**config.mk**
```make
export PLATFORM = sky130hd
export DESIGN_NAME = gray_run_ctrl
export DESIGN_NICKNAME = d
export VERILOG_FILES = /design/src/rtl/gray_run_ctrl.sv
export SDC_FILE = /design/constraint.sdc
export NUM_CORES = 1
export LEC_CHECK = 0
export CAP_MARGIN = 5
export CELL_PAD_IN_SITES_DETAIL_PLACEMENT = 1
export CELL_PAD_IN_SITES_GLOBAL_PLACEMENT = 2
export CORE_MARGIN = 3
export CORE_UTILIZATION = 33
export CTS_CLUSTER_DIAMETER = 40
export DETAILED_ROUTE_END_ITERATION = 6
export PLACE_DENSITY_LB_ADDON = 0.08
export SLEW_MARGIN = 20
export SYNTH_ARGS = -nofsm -noshare
export SYNTH_HDL_FRONTEND = slang
export SYNTH_SLANG_ARGS = --single-unit
```
**constraint.sdc**
```tcl
create_clock -name Clk -period 2.3 [get_ports Clk]
set_input_delay 0.46 -clock Clk [delete_from_list [all_inputs] [get_ports Clk]]
set_output_delay 0.46 -clock Clk [all_outputs]
set_load 0.005 [all_outputs]
```
**src/rtl/gray_run_ctrl.sv**
```systemverilog
// Run controller for a 3-bit gray counter: issues exactly N enable cycles per run,
// honours pause/abort, and checks every counter step for a legal gray transition.
module gray_run_ctrl #(
  parameter int CNT_W  = 3,
  parameter int STEP_W = 8,
  parameter int WRAP_W = 4
) (
  input  logic              Clk,
  input  logic              Reset,
  input  logic              Start,
  input  logic [STEP_W-1:0] Steps,
  input  logic              Clear,
  input  logic              Pause,
  input  logic              Abort,
  input  logic [CNT_W-1:0]  CntOut,
  input  logic              CntOverflow,
  output logic              CntEn,
  output logic              CntRst,
  output logic              Busy,
  output logic              Done,
  output logic              Aborted,
  output logic              Err,
  output logic [WRAP_W-1:0] WrapCount
);

  typedef enum logic [2:0] {
    S_IDLE,
    S_CLEAR,
    S_RUN,
    S_DRAIN,
    S_DONE
  } state_t;

  // Gray code of the counter's maximum binary value: a single leading one.
  localparam logic [CNT_W-1:0] GRAY_MAX = {1'b1, {(CNT_W-1){1'b0}}};

  state_t              state;
  logic [STEP_W-1:0]   remaining;
  logic                chk_pending;
  logic [CNT_W-1:0]    prev;
  logic                err;
  logic                aborted;
  logic [WRAP_W-1:0]   wrap_count;
  logic [CNT_W-1:0]    expected_next;
  logic                unused_inputs;

  function automatic logic [CNT_W-1:0] gray2bin(input logic [CNT_W-1:0] g);
    logic [CNT_W-1:0] b;
    b[CNT_W-1] = g[CNT_W-1];
    for (int i = CNT_W - 2; i >= 0; i--) begin
      b[i] = b[i+1] ^ g[i];
    end
    return b;
  endfunction

  function automatic logic [CNT_W-1:0] bin2gray(input logic [CNT_W-1:0] b);
    return b ^ (b >> 1);
  endfunction

  assign expected_next = bin2gray(gray2bin(prev) + CNT_W'(1));

  // Abort gates the counter in the very cycle it is raised, not one cycle later.
  assign CntEn     = (state == S_RUN) && !Pause && !Abort;
  assign CntRst    = (state == S_CLEAR) && !Abort;
  assign Busy      = (state != S_IDLE);
  assign Done      = (state == S_DONE) && !Abort;
  assign Aborted   = aborted;
  assign Err       = err;
  assign WrapCount = wrap_count;

  // Overflow is informational only; wraps are detected from the gray codes themselves.
  assign unused_inputs = CntOverflow;

  always_ff @(posedge Clk or posedge Reset) begin
    if (Reset) begin
      state       <= S_IDLE;
      remaining   <= '0;
      chk_pending <= 1'b0;
      prev        <= '0;
      err         <= 1'b0;
      wrap_count  <= '0;
      aborted     <= 1'b0;
    end else begin
      aborted     <= 1'b0;
      chk_pending <= CntEn;

      // The counter output lags its enable by one cycle, so each step is judged a cycle later.
      if (chk_pending) begin
        if (CntOut != expected_next) begin
          err <= 1'b1;
        end
        if (prev == GRAY_MAX && CntOut == '0 && wrap_count != '1) begin
          wrap_count <= wrap_count + WRAP_W'(1);
        end
      end

      if (CntEn) begin
        prev      <= CntOut;
        remaining <= remaining - STEP_W'(1);
      end

      if (state != S_IDLE && Abort) begin
        state   <= S_IDLE;
        aborted <= 1'b1;
      end else begin
        case (state)
          S_IDLE: begin
            if (Start) begin
              remaining  <= Steps;
              err        <= 1'b0;
              wrap_count <= '0;
              if (Steps == '0) begin
                state <= S_DONE;
              end else if (Clear) begin
                state <= S_CLEAR;
              end else begin
                state <= S_RUN;
              end
            end
          end
          S_CLEAR: state <= S_RUN;
          S_RUN: begin
            if (CntEn && remaining == STEP_W'(1)) begin
              state <= S_DRAIN;
            end
          end
          S_DRAIN: state <= S_DONE;
          S_DONE:  state <= S_IDLE;
          default: state <= S_IDLE;
        endcase
      end
    end
  end

endmodule

```
# After elaboration in Yosys (flattened, before gate mapping)
# Cells that the tools add are included.
classes:
  addsub: 3
  eq_ne: 10
  n_mux: 21
  n_bitwise: 3
  reduce_logical: 15
op_table:
  columns: ["operator", "count"]
  rows:
  - ["$mux W8", 4]
  - ["$mux W4", 5]
  - ["$mux W3", 4]
  - ["$pmux W3 S4", 1]
  - ["$eq A8 B1 Y1 const B", 1]
  - ["$logic_and A1 B1 Y1", 8]
  - ["$logic_not A8 Y1", 1]
  - ["$sub A8 B1 Y8 const B", 1]
  - ["$eq A3 B2 Y1 const B", 2]
  - ["$eq A3 B3 Y1 const B", 2]
  - ["$logic_not A3 Y1", 2]
  - ["$mux W1", 6]
  - ["$add A4 B1 Y4 const B", 1]
  - ["$ne A4 B4 Y1 const B", 1]
  - ["$add A3 B1 Y3 const B", 1]
  - ["$eq A3 B1 Y1 const B", 1]
  - ["$ne A3 B1 Y1 const B", 1]
  - ["$ne A3 B3 Y1", 1]
  - ["$ne A3 B3 Y1 const B", 1]
  - ["$reduce_bool A3 Y1", 1]
  - ["$xor A3 B2 Y3", 1]
  - ["$logic_not A1 Y1", 2]
  - ["$mux W2", 1]
  - ["$reduce_and A2 Y1", 1]
  - ["$xor A1 B1 Y1", 2]
totals:
  reg_bits: 21
  inputBits: 18
  output_inout_bits: 10
  word_cells: 59

# Logic depth before layout (Yosys ltp)
logic_depth:
  ltp_word: 10
  depth_mapped: 6
  depth_no_buf: 6

# Worst setup path before layout
# Ideal clock, no wire load.
synth_timing:
  path_kind: "input-to-output"
  start: "in Abort"
  end: "out CntEn"
  t_arrival_ns: 1.154
  t_required_ns: 1.840
  slack_ns: 0.686
  path_stages: 3
  path_buffers: 1
  cell_sequence: "nor4b_4 and2_1 buf_6"
synth_via:
  elab_chain_cells: 2
synth_rtl:
  columns: ["item", "line", "rtl"]
  rows:
  - ["start, declared", "14", "input logic Abort,"]
  - ["$logic_not A1 Y1", "63", "assign CntEn = (state == S_RUN) && !Pause && !Abort;"]
  - ["$logic_and A1 B1 Y1", "63", null]
  - ["end, declared", "17", "output logic CntEn,"]
# No other way between the ends.

# Worst setup path after layout
layout_timing:
  start: "reg state[1]"
  end: "out Done"
layout_via:
  elab_chain_cells: 2
layout_rtl:
  columns: ["item", "line", "rtl"]
  rows:
  - ["start, declared", "37", "state_t state;"]
  - ["start signal, assigned", "76", "state <= S_IDLE;"]
  - ["start signal, assigned", "103", "state <= S_IDLE;"]
  - ["start signal, assigned", "113", "state <= S_DONE;"]
  - ["$eq A3 B3 Y1", "66", "assign Done = (state == S_DONE) && !Abort;"]
  - ["$logic_and A1 B1 Y1", "66", null]
  - ["end, declared", "20", "output logic Done,"]
# No other way between the ends.

==> summary.txt <==
================================================================================
Cell taking the most area after synthesis ......................... sky130_fd_sc_hd__dfrtp_1
Type of the tightest min-delay check .............................. flip-flop to flip-flop
Worst path cell trace ............................................. or2_2, nor3b_1, clkdlybuf4s50_1
Length of the first detailed-routing pass in iterations ...........            4
Global-route wire length before repair ............................      5.31 mm
Synthesized netlist cell count ....................................          125
Clock net sink count ..............................................           21
Setup Viol. Count Final ...........................................            0
Predominant post-synthesis flop cell .............................. sky130_fd_sc_hd__dfrtp_1
Sequential Power Share ............................................        43.1%
Detail Placement HPWL .............................................      2.27 mm
Horizontal die dimension ..........................................      67.3 um
Via Count .........................................................         1067
Proportion of total power due to net switching ....................        37.5%
Clock network latency to the later pin of the worst-skew pair .....      0.26 ns
Count of yosys warnings during synthesis ..........................            0
Wire length per cell ..............................................      14.9 um
Via count of the first global-routing pass ........................         1129
Slew at the pin closest to its max-slew limit .....................     0.451 ns
Die area .......................................................... 0.00453 sq mm
Starting utilization of the core area .............................        35.8%
Clock power share .................................................        16.6%
Floorplan die height ..............................................      67.3 um
Drc violations ....................................................            0
Peak VDD IR .......................................................   0.000446 V
Average instance area after synthesis .............................   9.93 sq um
Final design instance area without fill ........................... 0.00165 sq mm
Iteration-0 DRC Markers ...........................................           66
H-Tree Depth ......................................................            1
Number of max-capacitance violations reported .....................            0
Worst R2R Setup Slack .............................................      0.54 ns
Number of flip-flops and latches in the synthesized netlist .......           21
Final Cycle Share .................................................        96.9%
Largest driver fanout on the critical path ........................            5
Clock Root Buffer ................................................. sky130_fd_sc_hd__clkbuf_8
Switching component of the power ..................................     0.566 mW
Post-synth net total ..............................................          146
Setup skew after layout ...........................................   0.00171 ns
Clk pin slew, worst setup/hold paths ..............................      0.08 ns
Antenna diode instance count ......................................            0
Count of pins over their slew limit ...............................            0
DR vias/cell ......................................................         5.18
Num CTS Buffers ...................................................            3
Top post-synthesis cells by area .................................. sky130_fd_sc_hd__dfrtp_1 42%, sky130_fd_sc_hd__xor2_1 6.4%, sky130_fd_sc_hd__nor4b_4 3.8%, sky130_fd_sc_hd__nand4_1 3.5%, sky130_fd_sc_hd__nor2_1 3.3%
Number of antenna violations at the first check in global routing .            0
Total power after layout ..........................................      1.51 mW
Worst relative slew slack .........................................        69.7%
Startpoint of the worst setup timing path ......................... state[1]$_DFFE_PP0P_
Endpoint class of the critical path ............................... primary output
I/O Pins ..........................................................           28
Gr usage total ....................................................        15.6%
Internal power consumption ........................................     0.943 mW
Kind of critical path ............................................. flip-flop to primary output
Period minus WS final .............................................      2.23 ns
Hold violation total from the final report ........................            0
Highest attainable clock frequency ................................      449 MHz
Launch instance of the worst min-delay path ....................... state[0]$_DFFE_PP0P_
Placeable core region ............................................. 0.00347 sq mm
Nature of the critical path startpoint ............................    flip-flop
Synthesis-to-finish area growth ...................................        32.8%
CP peak stage delay ...............................................      0.52 ns
Reported leakage power ............................................     0.697 nW
Clock tree from TritonCTS .........................................         done
Number of placement rows ..........................................           21
Cell variety after synth ..........................................           40
Total Nets Final ..................................................          182
Power per standard cell area ......................................  916 mW/mm^2
Global route overflow .............................................            0
Count of flip-flops with a built-in enable after synthesis ........            0
Run status ........................................................ finished, final reports clean
Post-Syn Area ..................................................... 0.00124 sq mm
Share of the synthesized area in the top cell type ................        42.3%
Share of synthesized registers carrying an async set or reset .....         100%
Antenna Violating Nets Remaining ..................................            0
Number of hold buffers added after cts ............................            0
Required time worst endpoint ......................................      1.84 ns
Routed wire length ................................................      3.07 mm
Clock Path Buffers ................................................            2
Gate power share ..................................................        40.3%
Share of cells above drive strength 1 .............................        15.0%
Post-place instance area .......................................... 0.00158 sq mm
RD Place Congestion ...............................................        0.704
IO Port Bufs ......................................................           26
Share of synthesized area occupied by flip-flops and latches ......        42.3%
Worst reg2reg path startpoint ..................................... state[1]$_DFFE_PP0P_
CP max stage cell ................................................. sky130_fd_sc_hd__clkdlybuf4s50_1
Arrival @ worst endpoint ..........................................      1.77 ns
Largest net degree at the start of global routing .................           22
================================================================================
==> synthesized netlist by cell type, drive strengths merged (3+ instances only) <==
cell / count
nor3: 4
xor2: 9
dfrtp: 21
nor4b: 3
nor2: 11
nand3: 5
mux2: 3
buf: 4
and2: 3
inv: 5
o21ai: 7
nand2: 10
nand4: 7
nor4: 3
ha: 3
==> stage by stage <==
step           setup WS, ns  cells   TNS, ns  hold WS, ns  util [%]
6_report             0.0704    206         0        0.508      47.5
5_1_grt            -0.00279    206  -0.00279        0.540      47.5
4_1_cts             0.00964    204         0        0.533      47.0
3_5_place_dp         -0.113    199    -0.141        0.529      45.5
3_3_place_gp        -0.0566    199   -0.0729        0.498      45.5
2_1_floorplan         0.686    125         0        0.437         -
==> cells in the final DEF (no fill, tap or decap), types with 2 or more instances in the layout <==
master and count:
sky130_fd_sc_hd__a211oi_1 2, sky130_fd_sc_hd__and2_1 2, sky130_fd_sc_hd__and3_1 2, sky130_fd_sc_hd__buf_4 9, sky130_fd_sc_hd__clkbuf_8 3, sky130_fd_sc_hd__clkdlybuf4s50_1 23
sky130_fd_sc_hd__dfrtp_1 19, sky130_fd_sc_hd__dfrtp_2 2, sky130_fd_sc_hd__dlygate4sd2_1 3, sky130_fd_sc_hd__ha_1 3, sky130_fd_sc_hd__inv_1 5, sky130_fd_sc_hd__mux2_2 3
sky130_fd_sc_hd__nand2_1 10, sky130_fd_sc_hd__nand3_1 5, sky130_fd_sc_hd__nand4_1 7, sky130_fd_sc_hd__nand4b_1 2, sky130_fd_sc_hd__nor2_1 11, sky130_fd_sc_hd__nor3_1 4
sky130_fd_sc_hd__nor3b_1 2, sky130_fd_sc_hd__nor4_1 3, sky130_fd_sc_hd__nor4b_4 2, sky130_fd_sc_hd__o21ai_0 6, sky130_fd_sc_hd__or4_1 2, sky130_fd_sc_hd__xor2_1 9
==> what timing repair did <==
item                                    CTS  global route
cloned                                    0             0
pin swaps                                 1             0
buffers inserted                          1             2
resized for setup                         4             2
endpoints found under the hold margin     0             0
endpoints found under the setup margin    2             1
==> critical path: cells and delay by family, from the launching register on <==
kind,cells,cell delay (ns)
simple gates,2,0.55
buf+inv,1,0.52
flops,1,0.43
==> power by group through the flow <==
stage / clock network (mW) / logic [mW] / registers, mW
2_1_floorplan: 0 / 0.404 / 0.603
3_3_place_gp: 0 / 0.549 / 0.650
3_5_place_dp: 0 / 0.574 / 0.660
4_1_cts: 0.261 / 0.590 / 0.652
5_1_grt: 0.271 / 0.700 / 0.671
6_report: 0.251 / 0.609 / 0.650
==> kinds of logic after synthesis <==
logic type	share of synthesized area (%)
AND/OR/NAND/NOR	29.8
flip-flops	42.3
AO/OA/AOI/OAI	10.3
XOR/XNOR	7.06
buffers and inverters	3.93
multiplexers	3.53
adder cells (fa/ha/maj)	3.02
==> registers in the layout (all words and copies together), names as in the netlist <==
name,flops
WrapCount,4
prev,3
state,3
chk_pending,1
remaining,8
Aborted,1
Err,1
==> layout make-up <==
cell class / count / area (sq um)
clock buffers: 3 / 41.3
inverters: 6 / 22.5
clock inverters: 1 / 5.00
fillers: 413 / 1820
repair buffers: 35 / 324
flip-flops and latches: 21 / 528
multi-input cells: 94 / 669
well taps: 46 / 57.6
==> routing by layer <==
layer | track usage (%) | up-vias | wire length [um]
met5 | 0 | - | 0
met4 | 8.10 | 0 | 75
met3 | 2.00 | 7 | 105
met2 | 28.3 | 22 | 1520
met1 | 17.7 | 511 | 1370
li1 | - | 527 | -
==> worst paths after layout <==
| kind | end | cells past startpoint |
|---|---|---|
| setup reg to reg | remaining[0]$_DFF_PP0_ | 6 |
| max in group asynchronous | state[1]$_DFFE_PP0P_ | 3 |
| hold reg to reg | state[0]$_DFFE_PP0P_ | 1 |
| hold / removal | state[0]$_DFFE_PP0P_ | 1 |
| min in group asynchronous | WrapCount[0]$_DFF_PP0_ | 3 |
| setup / recovery | Done | 3 |
Note: power is estimated with default switching activity, not from simulation.
